--- src/rtl/cella_pkg.sv ---
// Shared encodings and sizing for the CELLA array command sequencer.
package cella_pkg;

  localparam int NUM_ROWS = 4;
  localparam int KEY_W    = 4;
  localparam int ROW_W    = 2;
  localparam int TMR_W    = 8;

  localparam logic [1:0] OP_ROW_RD = 2'b00;
  localparam logic [1:0] OP_ROW_WR = 2'b01;
  localparam logic [1:0] OP_SEARCH = 2'b10;
  localparam logic [1:0] OP_MAC    = 2'b11;

  typedef enum logic [2:0] {
    ST_IDLE,
    ST_PRE,
    ST_WL,
    ST_SENSE,
    ST_RESP
  } state_t;

endpackage

--- src/rtl/cella_phase_timer.sv ---
// Phase down-counter: start loads len-1, done is high on the final cycle of the phase.
module cella_phase_timer
  import cella_pkg::*;
(
  input  logic             clk,
  input  logic             rst_n,
  input  logic             start,
  input  logic [TMR_W-1:0] len,
  output logic             done
);

  logic [TMR_W-1:0] cnt;

  always_ff @(posedge clk or negedge rst_n) begin
    if (!rst_n) begin
      cnt <= '0;
    end else if (start) begin
      cnt <= len - TMR_W'(1);
    end else if (cnt != '0) begin
      cnt <= cnt - TMR_W'(1);
    end
  end

  assign done = (cnt == '0);

endmodule

--- src/rtl/cella_array_ctrl.sv ---
// Command sequencer feeding row_decoder: programs decoder inputs, runs
// precharge/wordline/sense phases and returns one result per command.
module cella_array_ctrl
  import cella_pkg::*;
#(
  parameter int PRE_CYC = 2,
  parameter int WL_CYC  = 1,
  parameter int SENSE_W = 4,
  parameter int ACC_W   = 8
) (
  input  logic               clk,
  input  logic               rst_n,
  input  logic               cmd_valid,
  output logic               cmd_ready,
  input  logic [1:0]         cmd_op,
  input  logic [1:0]         cmd_addr,
  input  logic [KEY_W-1:0]   cmd_key,
  input  logic [SENSE_W-1:0] sense_in,
  output logic               MAC_en,
  output logic               read_bar,
  output logic               addr0,
  output logic               addr1,
  output logic               data0,
  output logic               data1,
  output logic               data2,
  output logic               data3,
  output logic               precharge_en,
  output logic               wl_gate,
  output logic               sense_en,
  output logic               rsp_valid,
  input  logic               rsp_ready,
  output logic [ACC_W-1:0]   rsp_data,
  output logic               busy
);

  function automatic logic [ACC_W-1:0] popcount(input logic [SENSE_W-1:0] v);
    logic [ACC_W-1:0] n;
    n = '0;
    for (int i = 0; i < SENSE_W; i++) n = n + ACC_W'(v[i]);
    return n;
  endfunction

  state_t             state;
  logic [1:0]         op_q;
  logic [KEY_W-1:0]   key_q;
  logic [ROW_W-1:0]   row;
  logic [ACC_W-1:0]   acc;
  logic [ACC_W-1:0]   acc_sum;
  logic               last_row;
  logic               tmr_start;
  logic [TMR_W-1:0]   tmr_len;
  logic               tmr_done;

  assign acc_sum  = acc + (key_q[row] ? popcount(sense_in) : '0);
  assign last_row = (row == ROW_W'(NUM_ROWS - 1));

  // Timer reloads on every entry to PRE (including each sweep row) and WL
  always_comb begin
    tmr_start = 1'b0;
    tmr_len   = TMR_W'(PRE_CYC);
    case (state)
      ST_IDLE:  tmr_start = cmd_valid;
      ST_PRE:   begin
        tmr_start = tmr_done;
        tmr_len   = TMR_W'(WL_CYC);
      end
      ST_SENSE: tmr_start = (op_q == OP_MAC) && !last_row;
      default:  tmr_start = 1'b0;
    endcase
  end

  cella_phase_timer u_timer (
    .clk   (clk),
    .rst_n (rst_n),
    .start (tmr_start),
    .len   (tmr_len),
    .done  (tmr_done)
  );

  always_ff @(posedge clk or negedge rst_n) begin
    if (!rst_n) begin
      state        <= ST_IDLE;
      cmd_ready    <= 1'b1;
      busy         <= 1'b0;
      op_q         <= OP_ROW_RD;
      key_q        <= '0;
      row          <= '0;
      acc          <= '0;
      MAC_en       <= 1'b1;
      read_bar     <= 1'b0;
      {addr1, addr0}               <= 2'b00;
      {data3, data2, data1, data0} <= 4'b0000;
      precharge_en <= 1'b0;
      wl_gate      <= 1'b0;
      sense_en     <= 1'b0;
      rsp_valid    <= 1'b0;
      rsp_data     <= '0;
    end else begin
      case (state)
        ST_IDLE: begin
          if (cmd_valid) begin
            state        <= ST_PRE;
            cmd_ready    <= 1'b0;
            busy         <= 1'b1;
            precharge_en <= 1'b1;
            op_q         <= cmd_op;
            key_q        <= cmd_key;
            row          <= '0;
            acc          <= '0;
            MAC_en       <= (cmd_op != OP_SEARCH);
            read_bar     <= (cmd_op == OP_ROW_WR);
            {addr1, addr0} <= (cmd_op == OP_ROW_RD || cmd_op == OP_ROW_WR) ? cmd_addr : 2'b00;
            {data3, data2, data1, data0} <= (cmd_op == OP_SEARCH) ? cmd_key : 4'b0000;
          end
        end
        ST_PRE: begin
          if (tmr_done) begin
            state        <= ST_WL;
            precharge_en <= 1'b0;
            wl_gate      <= 1'b1;
          end
        end
        ST_WL: begin
          if (tmr_done) begin
            state    <= ST_SENSE;
            sense_en <= 1'b1;
          end
        end
        ST_SENSE: begin
          wl_gate  <= 1'b0;
          sense_en <= 1'b0;
          if (op_q == OP_MAC) begin
            acc <= acc_sum;
            if (last_row) begin
              state     <= ST_RESP;
              rsp_valid <= 1'b1;
              rsp_data  <= acc_sum;
            end else begin
              state          <= ST_PRE;
              precharge_en   <= 1'b1;
              row            <= row + ROW_W'(1);
              {addr1, addr0} <= row + ROW_W'(1);
            end
          end else begin
            state     <= ST_RESP;
            rsp_valid <= 1'b1;
            rsp_data  <= (op_q == OP_ROW_WR) ? '0 : ACC_W'(sense_in);
          end
        end
        ST_RESP: begin
          if (rsp_ready) begin
            state     <= ST_IDLE;
            rsp_valid <= 1'b0;
            cmd_ready <= 1'b1;
            busy      <= 1'b0;
            MAC_en    <= 1'b1;
            read_bar  <= 1'b0;
            {addr1, addr0}               <= 2'b00;
            {data3, data2, data1, data0} <= 4'b0000;
          end
        end
        default: state <= ST_IDLE;
      endcase
    end
  end

endmodule
--- config.mk ---
export PLATFORM = sky130hd
export DESIGN_NAME = cella_array_ctrl
export DESIGN_NICKNAME = d
export VERILOG_FILES = /design/src/rtl/cella_pkg.sv /design/src/rtl/cella_phase_timer.sv /design/src/rtl/cella_array_ctrl.sv
export SDC_FILE = /design/constraint.sdc
export NUM_CORES = 1
export LEC_CHECK = 0
export ABC_AREA = 0
export CORE_AREA = 2 2 80 82
export DETAILED_ROUTE_END_ITERATION = 12
export DIE_AREA = 0 0 82 84
export PLACE_DENSITY = 0.76
export SLEW_MARGIN = 25
export SYNTH_ARGS = -nofsm -noshare
export SYNTH_HDL_FRONTEND = slang
export SYNTH_HIERARCHICAL = 1
export SYNTH_SLANG_ARGS = --single-unit
--- constraint.sdc ---
create_clock -name clk -period 8.21 [get_ports clk]
set_clock_uncertainty 0.2 [all_clocks]
set_input_delay 1.642 -clock clk [delete_from_list [all_inputs] [get_ports clk]]
set_output_delay 1.642 -clock clk [all_outputs]
set_load 0.005 [all_outputs]
Word level (Yosys, flattened, before mapping):

Cells that the tools add are included.

* register bits after elaboration: 49

* $add $sub $neg: 7
* order comparisons: 1
* equality and inequality tests: 18
* multiplexer cells: 62
* reductions and logical operators: 26

Operator list (number)
* 2-to-1 mux 8 bit: 6
* 2-to-1 mux 1 bit: 23
* case mux 1 bit (2 select lines): 11
* 2-to-1 mux 3 bit: 6
* != test 2 bit (second input constant): 8
* case mux 8 bit (2 select lines): 1
* case mux 3 bit (5 select lines): 1
* 2-to-1 mux 4 bit: 3
* case mux 1 bit (3 select lines): 4
* nonzero test 2 bit: 6
* 2-to-1 mux 2 bit: 5
* AND reduction 5 bit: 2
* AND reduction 3 bit: 3
* adder 8 x 4 -> 8 bit: 1
* zero test 8 bit: 1
* AND reduction 2 bit: 4
* AND reduction 4 bit: 2
* nonzero test 8 bit: 1
* subtractor 8 x 1 -> 8 bit (second input constant): 1
* == test 2 bit (second input constant): 3
* == test 3 x 2 -> 1 bit (second input constant): 2
* nonzero test 3 bit: 2
* adder 3 x 1 -> 4 bit: 1
* == test 2 x 1 -> 1 bit (second input constant): 2
* other kinds (15): 15

Depth between registers and ports, before layout:

Gate-level depths: netlist of the first run.

* word-level depth: 7
* mapped depth: 11
* gate-level depth less buffers: 10

Hierarchy:

Netlist of the first run, hierarchy kept.

By module, submodules not included
* cella_array_ctrl: times used 1, cells an instance 204, area each 2078.2 um^2
* cella_phase_timer: times used 1, cells an instance 54, area each 581.8 um^2

Worst setup path before layout of the first run:

OpenSTA, ideal clock, no wires.

* path type: input to register
* start: in sense_in[0]
* end: reg acc[6]
* arrival time: 3804 ps
* data required time: 7892 ps
* slack: 4088 ps
* cell stages on the path: 10
* path buffers: 0
* cells stage by stage: fa_1 -> ha_1 -> and2_1 -> ha_1 -> inv_1 -> fa_1 -> nor2b_1 -> o2111ai_1 -> mux2_2 -> a21o_1

* longest elaborated chain between the ends: 7

Ends and longest elaborated chain
* from (decl): RTL line cella_array_ctrl.sv:18 `input logic [SENSE_W-1:0] sense_in,`
* adder 1 x 1 -> 2 bit: RTL line cella_array_ctrl.sv:39 `for (int i = 0; i < SENSE_W; i++) n = n + ACC_W'(v[i]);`
* adder 2 x 1 -> 3 bit: RTL line cella_array_ctrl.sv:39
* adder 3 x 1 -> 4 bit: RTL line cella_array_ctrl.sv:39
* 2-to-1 mux 4 bit: RTL line cella_array_ctrl.sv:54 `assign acc_sum = acc + (key_q[row] ? popcount(sense_in) : '0);`
* adder 8 x 4 -> 8 bit: RTL line cella_array_ctrl.sv:54
* 2-to-1 mux 8 bit: RTL line cella_array_ctrl.sv:132 `if (op_q == OP_MAC) begin`
* case mux 8 bit (2 select lines): RTL line cella_array_ctrl.sv:99 `case (state)`
* to (signal assigned): RTL line cella_array_ctrl.sv:133 `acc <= acc_sum;`
* to (decl): RTL line cella_array_ctrl.sv:47 `logic [ACC_W-1:0] acc;`

Every way passes these cells. The select of a mux whose other input is x is not followed.
A chain may end at the register's enable or synchronous reset.

Final worst setup path of the first run:

* start: in cmd_valid
* end: reg u_timer.cnt[4]

* longest elaborated chain between the ends: 2
* elaborated cells on any way between the ends: 3
* classes of those cells: 2 x mux; 1 x reduce/logical

Ends and longest elaborated chain
* from (decl): RTL line cella_array_ctrl.sv:13 `input logic cmd_valid,`
* case mux 1 bit (3 select lines) (*): RTL line cella_array_ctrl.sv:61 `case (state)`
* named net tmr_start: RTL line cella_array_ctrl.sv:50 `logic tmr_start;`
* 2-to-1 mux 8 bit or nonzero test 2 bit (tied branches)
* to (signal assigned): RTL line cella_phase_timer.sv:18 `cnt <= len - TMR_W'(1);`
* to (signal assigned): RTL line cella_phase_timer.sv:20 `cnt <= cnt - TMR_W'(1);`
* to (decl): RTL line cella_phase_timer.sv:12 `logic [TMR_W-1:0] cnt;`

The timed path passes the listed nets; every way through them passes the cells marked *.

==> results of run 1 <==
final cells by class:
cell class / instances / area, um^2 / share of cell area, %
Clock inverter: 3 / 21.27 / 0.6617
Tap cell: 77 / 96.34 / 2.997
Sequential cell: 49 / 1229 / 38.23
Multi-Input combinational cell: 204 / 1390 / 43.25
Clock buffer: 5 / 68.82 / 2.141
Timing Repair Buffer: 38 / 375.4 / 11.68
Inverter: 9 / 33.78 / 1.051
placed cells by master, fill, tap and decap left out, drive strengths merged, types with 2 or more instances in the layout:
master,instances
o21a,2
clkdlybuf4s50,36
fa,2
dfrtp,47
buf,2
mux2,14
nor3,4
dfstp,2
o21ai,23
and3,3
nand3b,2
a21oi,20
mux2i,7
nand2,22
nor2,18
a31oi,3
and2,4
ha,7
nand4,2
inv,10
clkbuf,5
xor2,6
nor2b,7
nand2b,5
a22o,5
nand3,10
xnor2,6
nor4,2
conb,14
nor3b,3
a311oi,2
cells by family (layout without fill, tap and decap cells):
| logic type | after synthesis | after routing | share of synthesized area, % |
|---|---|---|---|
| fa+ha+maj | 9 | 9 | 4.798 |
| simple gates | 87 | 87 | 17.83 |
| compound gates | 60 | 60 | 13.36 |
| mux | 22 | 22 | 10.35 |
| other cells | 1 | 14 | 0.1410 |
| buf+inv | 18 | 55 | 3.386 |
| xor+xnor | 12 | 12 | 3.951 |
| flops | 49 | 49 | 46.19 |
worst paths after layout:
check                      startpoint              to  slack (ns)  cells past startpoint
setup / recovery            cmd_valid  u_timer/cnt[4]        3.58                      9
hold / removal                 MAC_en          MAC_en        0.27                      2
setup reg to reg             state[0]  u_timer/cnt[4]        4.77                      8
hold reg to reg                MAC_en          MAC_en        0.27                      2
max in group asynchronous       rst_n  u_timer/cnt[6]        6.27                      1
min in group asynchronous       rst_n           data0        1.13                      1
registers in the layout, indices dropped and copies added, names as in the netlist, 2 cells and up:
signal,flops
rsp_data,8
row,2
op_q,2
state,3
acc,8
key_q,4
u_timer/cnt,8
metrics by stage:
step	area (um^2)	cells	util, %	total power, W
6_report	3214	385	52.73	0.0008435
5_1_grt	3214	385	52.73	0.0009100
4_1_cts	3214	385	52.73	0.0008546
3_5_place_dp	3124	377	51.25	0.0007084
3_3_place_gp	3122	377	51.21	0.0006946
2_1_floorplan	2709	271	-	0.0005851
metal layers:
metal	track usage [%]	vias up	wire (um)	part of all wire, %
li1	-	999	-	-
met1	22.93	978	2425	47
met2	26.46	44	2509	48
met3	2.706	10	187	3.6
met4	5.455	0	93	1.8
met5	0	-	0	0
power groups by stage:
stage               registers, W  logic, W  clock network, W
floorplan               0.000373  0.000212                 0
global placement        0.000383  0.000311                 0
detailed placement      0.000386  0.000322                 0
CTS                     0.000382  0.000323          0.000150
global route            0.000394  0.000356          0.000160
finish                  0.000381  0.000317          0.000146
critical path: stages:
cell and delay [ns]:
clkdlybuf4s50_1 0.52, nor2b_1 0.24, nand2_2 0.29, nand3_1 0.78
mux2i_4 0.37, ha_1 0.28, o21ai_1 0.14, xnor2_1 0.14
a22o_2 0.23
==> results.cfg, run 1 <==
[timing]
relSlewSlack_pct = 40.53
whs_ns = 0.2727
tns_ns = 0
period_needed_ns = 4.632
slew_violations = 0
setup_ws_ns = 3.578
setup_viol = 0
hold_viol_final = 0
grt_setup_unrepaired = no
min_period_over_period_pct = 56.42
worst_pin_slew_ns = 0.8896
max_freq_mhz = 215.9

[drt]
drt_pass1_iterations = 4
ant_nets = 0
drt_wl_total_um = 5215
wl_per_cell_um = 13.55
drt-vias-per-instance = 5.275
dr_total_vias = 2031
drt-initial-drc-count = 79
drc = 0

[floorplanning]
fp.dieH_um = 84
die_w_um = 82
ios = 38
core_mm2 = 0.006096
floorplan.initialDensity_pct = 43.64
dieArea_mm2 = 0.006888
num_rows = 29

[worst_setup_path]
cp_max_fo = 19
worstSetupEndpointType = flop
cp_data_required_time_ns = 8.21
path_class = in2reg
start_kind = input pin
crit_arrival_ns = 4.64

[yosys]
yosysTopAreaCell = dfrtp_1
ys_ff_latch = 49
syn_inst = 258
yosysMostFrequentCell = dfrtp_1
syn_avg_cell_area_um2 = 10.31
synth_common_cells = dfrtp_1, nand2_1, o21ai_0
async_flop_share_pct = 100.0
netlist_area_mm2 = 0.002660
ys_seq_area_share_pct = 46.19
synth_cell_type_count = 53
synthFlopType = dfrtp_1
synth-edff-count = 0
yosys_warnings = 6
yosys-top-cells-area = dfrtp_1, mux2_2, o21ai_0, a21oi_1, ha_1
synth_top_area_share_pct = 44.21

[clocking]
root_buffer = clkbuf_8
cts-resized-gates = 0
clk_pin_slew_ns = 0.10
cts_hold_buf = 0
postCtsSetupBuffers = 0
clk_latency_ns = 0.31
htree_levels = 2
clk_path_buf_depth = 2
cts_buffers = 5
cts.sinks = 49
cts_tree = built

[power_and_ir_drop]
p_switching_w = 0.0002845
p_clk_share_pct = 17.3
p_sw_share_pct = 33.73
ir_worst_vdd_mv = 0.1893
p_leak_nw = 1.383
p_seq_share_pct = 45.2
power_density_mw_per_mm2 = 262.4
intPower_w = 0.0005590
p_comb_share_pct = 37.6

[layout]
diodes = 0
drive_above_1_share_pct = 11.36
nets = 332
fill_cells = 572
syn_to_final_growth_pct = 20.84

[global_route]
grt_use_total_pct = 16.63
gr-total-overflow = 0
grt_pass1_vias = 1965
antenna_found_initial = 0
grt_pass1_wl_um = 9045
grt_start_max_net_pins = 50

[run]
drv_cap = 0

[run_status]
outcome = completed

[min_path]
hold_path.class = reg2reg

[place]
dp_hpwl_um = 3812
gp_congestion = 0.8351
pre_cts_slack_ns = 3.209
io_buffers = 37
No activity file was read; power rests on OpenSTA's default activity.
==> inputs of run 2 (changes only) <==
clock period = 4.46 ns   (was 8.21 ns; I/O delays follow)
==> results.cfg, run 2 (same netlist as run 1, synthesis figures left out) <==
[worst_setup_path]
cpPeakStageDelay_ns = 0.52
path_class = in2reg
crit_arrival_ns = 3.73
rr_endpoint = u_timer/cnt[7]
worstSetupEndpointType = flop
crit_chain = clkdlybuf4s50_1, fa_1, ha_1, and2_1, ha_1, inv_1, fa_1, nor2b_1, o2111ai_1, mux2_2, a21o_1
slowest_stage = clkdlybuf4s50_1
critPathLaunch = sense_in[1]
critPathBufInv = 2
cp.depth = 11
timing.rr.start = state[0]
r2r_slack_ns = 1.26
worstSetupEndpoint = acc[6]
cpLargestDelayFamily = adder cells
r2r_cells = 8
cp_max_fo = 3
start_kind = input pin
cp_data_required_time_ns = 4.47

[clocking]
htree_levels = 2
clk_latency_ns = 0.31
clk_path_buf_depth = 2
cts_hold_buf = 0
cts_tree = built
postCtsSetupBuffers = 0
cts_buffers = 5
root_buffer = clkbuf_8
cts-resized-gates = 0
cts.sinks = 49
clk_pin_slew_ns = 0.09

[floorplanning]
dieArea_mm2 = 0.006888
num_rows = 29
fp.dieH_um = 84
die_w_um = 82
ios = 38
core_mm2 = 0.006096
floorplan.initialDensity_pct = 43.64

[place]
dp_hpwl_um = 4027
io_buffers = 37
pre_cts_slack_ns = 0.4149
gp_congestion = 0.9312

[timing]
relSlewSlack_pct = 61.90
setup_ws_ns = 0.7411
hold_viol_final = 0
min_period_over_period_pct = 83.38
tns_ns = 0
max_freq_mhz = 268.9
slew_violations = 0
worst_pin_slew_ns = 0.5715
period_needed_ns = 3.719
grt_setup_unrepaired = no
setup_viol = 0

[global_route]
use_met2_pct = 29.05
grt_pass1_vias = 2085
grt_pass1_wl_um = 9653
grt_start_max_net_pins = 27
grt_use_met3_pct = 2.381
grt_use_total_pct = 17.82
grt_use_met1_pct = 23.83
antenna_found_initial = 0
grt-busiest-layer = met2
gr-total-overflow = 0

[drt]
wl_per_cell_um = 13.97
drc = 0
ant_nets = 0
drt_pass1_iterations = 4
drt-vias-per-instance = 5.216
dr_total_vias = 2024
drt-initial-drc-count = 92
drt_wl_total_um = 5422

[run]
drv_cap = 0

[run_status]
outcome = completed

[layout]
mostFrequentLayoutCell = dfrtp_1
diodes = 0
syn_to_final_growth_pct = 22.72
drive_above_1_share_pct = 12.22
fill_cells = 577
layout_common_cells = dfrtp_1, clkdlybuf4s50_1, nand2_1, o21ai_0, a21oi_1
nets = 335
largest_registers = acc (8), rsp_data (8), u_timer/cnt (8)

[power_and_ir_drop]
power_w = 0.001630
power_density_mw_per_mm2 = 499.4
ir_worst_vdd_mv = 0.2365
p_leak_nw = 1.409

[min_path]
hold_path.class = reg2reg
run 2: cell count changes in the layout (fill, tap and decap cells not counted), sizes merged:
cell	change
buf	+3
bufinv	+1
clkbuf	+1
clkinv	-1
inv	-1
run 2: report_power, final:
| group | internal, W | leakage (nW) | switching [W] | total, W |
|---|---|---|---|---|
| clock network | 0.000182 | 0.0574 | 0.000156 | 0.000338 |
| registers | 0.000584 | 0.604 | 0.000121 | 0.000705 |
| logic | 0.000337 | 0.748 | 0.000250 | 0.000587 |
| total | 0.00110 | 1.41 | 0.000527 | 0.00163 |
run 2: worst min path at each step:
stage               startpoint  depth (start not counted)     end  slack, ns
floorplan               MAC_en                          2  MAC_en       0.25
global placement        MAC_en                          2  MAC_en       0.25
detailed placement      MAC_en                          2  MAC_en       0.26
CTS                     MAC_en                          2  MAC_en       0.27
global route             addr1                          1   addr1       0.30
finish                  MAC_en                          2  MAC_en       0.27
run 2: through the flow:
| step | util [%] | hold WS [ns] | area (um^2) | instances |
|---|---|---|---|---|
| after floorplan | - | 0.2505 | 2709 | 271 |
| final | 53.55 | 0.2692 | 3264 | 388 |
| after CTS | 53.55 | 0.2722 | 3264 | 388 |
| after detailed placement | 51.58 | 0.2579 | 3144 | 380 |
| after global placement | 51.58 | 0.2522 | 3144 | 380 |
| after global routing | 53.55 | 0.3040 | 3264 | 388 |
run 2: worst register-to-register path: stages, from the launching register on:
cell and delay (ns):
dfrtp_1 0.62, nand3b_1 0.15, or3_1 0.51, nand3_1 0.37, buf_4 0.29, mux2i_1 0.28
nand3_2 0.15, nor3_1 0.18, mux2_2 0.35
run 2: routing by layer:
layer | part of all wire [%] | vias up | wire length (um)
met3 | 3.3 | 5 | 180
met2 | 49 | 37 | 2678
met1 | 46 | 983 | 2484
li1 | - | 999 | -
met4 | 1.4 | 0 | 78
met5 | 0 | - | 0
run 2: layout make-up:
cell class / instances / area, um^2 / share of cell area, %
Multi-Input combinational cell: 204 / 1390 / 42.58
Sequential cell: 49 / 1229 / 37.64
Timing Repair Buffer: 41 / 395.4 / 12.11
Tap cell: 77 / 96.34 / 2.951
Clock buffer: 6 / 82.58 / 2.530
Clock inverter: 2 / 37.54 / 1.150
Inverter: 9 / 33.78 / 1.035
==> inputs of run 3 (changes only) <==
PLACE_DENSITY = 0.79   (was 0.76)
clock period = 3.33 ns   (was 4.46 ns; I/O delays follow)
==> results.cfg, run 3 (same netlist as run 1, synthesis figures left out) <==
[run_status]
outcome = completed

[drt]
dr_total_vias = 2126
drt_wl_total_um = 5741
drc = 0
wl_per_cell_um = 14.39
ant_nets = 0
drt-vias-per-instance = 5.328
drt-initial-drc-count = 76
drt_pass1_iterations = 4

[global_route]
grt_start_max_net_pins = 24
grt_pass1_vias = 2077
antenna_found_initial = 0
gr-total-overflow = 0
grt_pass1_wl_um = 9729
grt_use_total_pct = 17.94

[clocking]
cts_buffers = 5
root_buffer = clkbuf_8
cts.sinks = 49
clk_path_buf_depth = 2
clk_pin_slew_ns = 0.09
htree_levels = 2
cts_tree = built
clk_latency_ns = 0.30

[floorplanning]
die_w_um = 82
num_rows = 29
fp.dieH_um = 84
floorplan.initialDensity_pct = 43.64
core_mm2 = 0.006096
dieArea_mm2 = 0.006888
ios = 38

[worst_setup_path]
cpPeakStageDelay_ns = 0.49
critPathBufInv = 2
path_class = in2reg
crit_chain = dlymetal6s2s_1, fa_1, ha_1, and2_1, ha_2, inv_1, fa_2, nor2b_2, o2111ai_2, mux2_2, a21o_1
cp_data_required_time_ns = 3.33
cpLargestDelayFamily = adder cells
crit_arrival_ns = 3.09
worstSetupEndpointType = flop
cp_max_fo = 2
slowest_stage = fa_1
start_kind = input pin

[place]
pre_cts_slack_ns = -0.3986
io_buffers = 37
gp_congestion = 0.8707
dp_hpwl_um = 4228
placed_area_mm2 = 0.003219

[timing]
slew_violations = 0
worst_pin_slew_ns = 0.5611
min_period_over_period_pct = 92.79
relSlewSlack_pct = 62.46
hold_viol_final = 0
grt_setup_unrepaired = no
period_needed_ns = 3.090
setup_viol = 0
setup_ws_ns = 0.2401
max_freq_mhz = 323.6

[layout]
fill_cells = 529
nets = 346
layout_common_cells = dfrtp_1, clkdlybuf4s50_1, nand2_1, o21ai_0, a21oi_1
diodes = 0
mostFrequentLayoutCell = dfrtp_1
drive_above_1_share_pct = 16.46
syn_to_final_growth_pct = 25.73
final_area_mm2 = 0.003344
regArea_mm2 = 0.001229
largest_registers = acc (8), rsp_data (8), u_timer/cnt (8)
multi_input_area_mm2 = 0.001404

[power_and_ir_drop]
p_leak_nw = 1.479
p_clk_share_pct = 17.3
p_switching_w = 0.0007214
p_seq_share_pct = 43.5
power_density_mw_per_mm2 = 643.1
p_sw_share_pct = 33.54
intPower_w = 0.001430
ir_worst_vdd_mv = 0.3080
p_comb_share_pct = 39.2

[run]
drv_cap = 0

[min_path]
hold_path.class = in2async
[run 3: cell count changes in the layout (fill, tap and decap cells not counted), sizes merged]
cell / delta
buf: +11
clkdlybuf4s50: -3
dlymetal6s2s: +3
clkinv: +2
bufinv: -1
clkinvlp: -1
[run 3: cell type report]
class	count	share of cell area (%)
clock buffers	6	2.469
flip-flops and latches	49	36.74
multi-input cells	204	41.98
clock inverters	2	0.4115
inverters	9	1.010
repair buffers	52	14.52
well taps	77	2.881
[run 3: worst paths after layout]
| path | slack [ns] | start | cells past startpoint | endpoint |
|---|---|---|---|---|
| worst max-delay path | 0.24 | sense_in[0] | 11 | acc[6] |
| worst min-delay path | 0.12 | rst_n | 1 | rsp_data[1] |
| worst max register to register | 0.40 | u_timer/cnt[5] | 9 | u_timer/cnt[5] |
| worst min register to register | 0.27 | MAC_en | 2 | MAC_en |
| max in group asynchronous | 2.20 | rst_n | 2 | precharge_en |
| min in group clk | 0.27 | MAC_en | 2 | MAC_en |
[run 3: worst register-to-register path, stage by stage (launching register included)]
cell     delay (ns)
dfrtp_1        0.43
nor4_1         0.34
and3_1         0.40
nand2_1        0.12
nand3_1        0.08
buf_4          0.19
buf_4          0.22
and4b_2        0.30
or4_1          0.53
nand2_1        0.07
[run 3: metrics by stage]
| stage | utilization [%] | setup TNS (ns) | power [W] | instances | hold WS (ns) |
|---|---|---|---|---|---|
| finish | 54.86 | 0 | 0.002151 | 399 | 0.1189 |
| global route | 54.86 | 0 | 0.002315 | 399 | 0.1562 |
| CTS | 54.52 | 0 | 0.002172 | 398 | 0.1408 |
| detailed placement | 52.81 | -2.509 | 0.001790 | 390 | 0.2568 |
| global placement | 52.81 | -1.443 | 0.001745 | 390 | 0.2515 |
| floorplan | - | 0 | 0.001442 | 271 | 0.1704 |
[run 3: layer usage]
layer  vias to the layer above  GRT usage, %  wire length (um)
li1                       1024             -                 -
met1                      1053         23.02              2554
met2                        42         30.30              2944
met3                         7         3.247               155
met4                         0         5.455                87
met5                         -             0                 0
[run 3: repair_timing]
item | 4_1_cts | 5_1_grt
setup endpoints to repair | 2 | 3
pin swaps | 1 | 2
setup buffers | 0 | 1
cloned | 0 | 0
resized for setup | 3 | 5
hold buffers | 0 | 0
[run 3: power groups by stage]
stage	registers, W	clock network, W	logic (W)
2_1_floorplan	0.000920	0	0.000523
3_3_place_gp	0.000939	0	0.000805
3_5_place_dp	0.000948	0	0.000843
4_1_cts	0.000938	0.000382	0.000852
5_1_grt	0.000963	0.000405	0.000947
6_report	0.000936	0.000372	0.000843
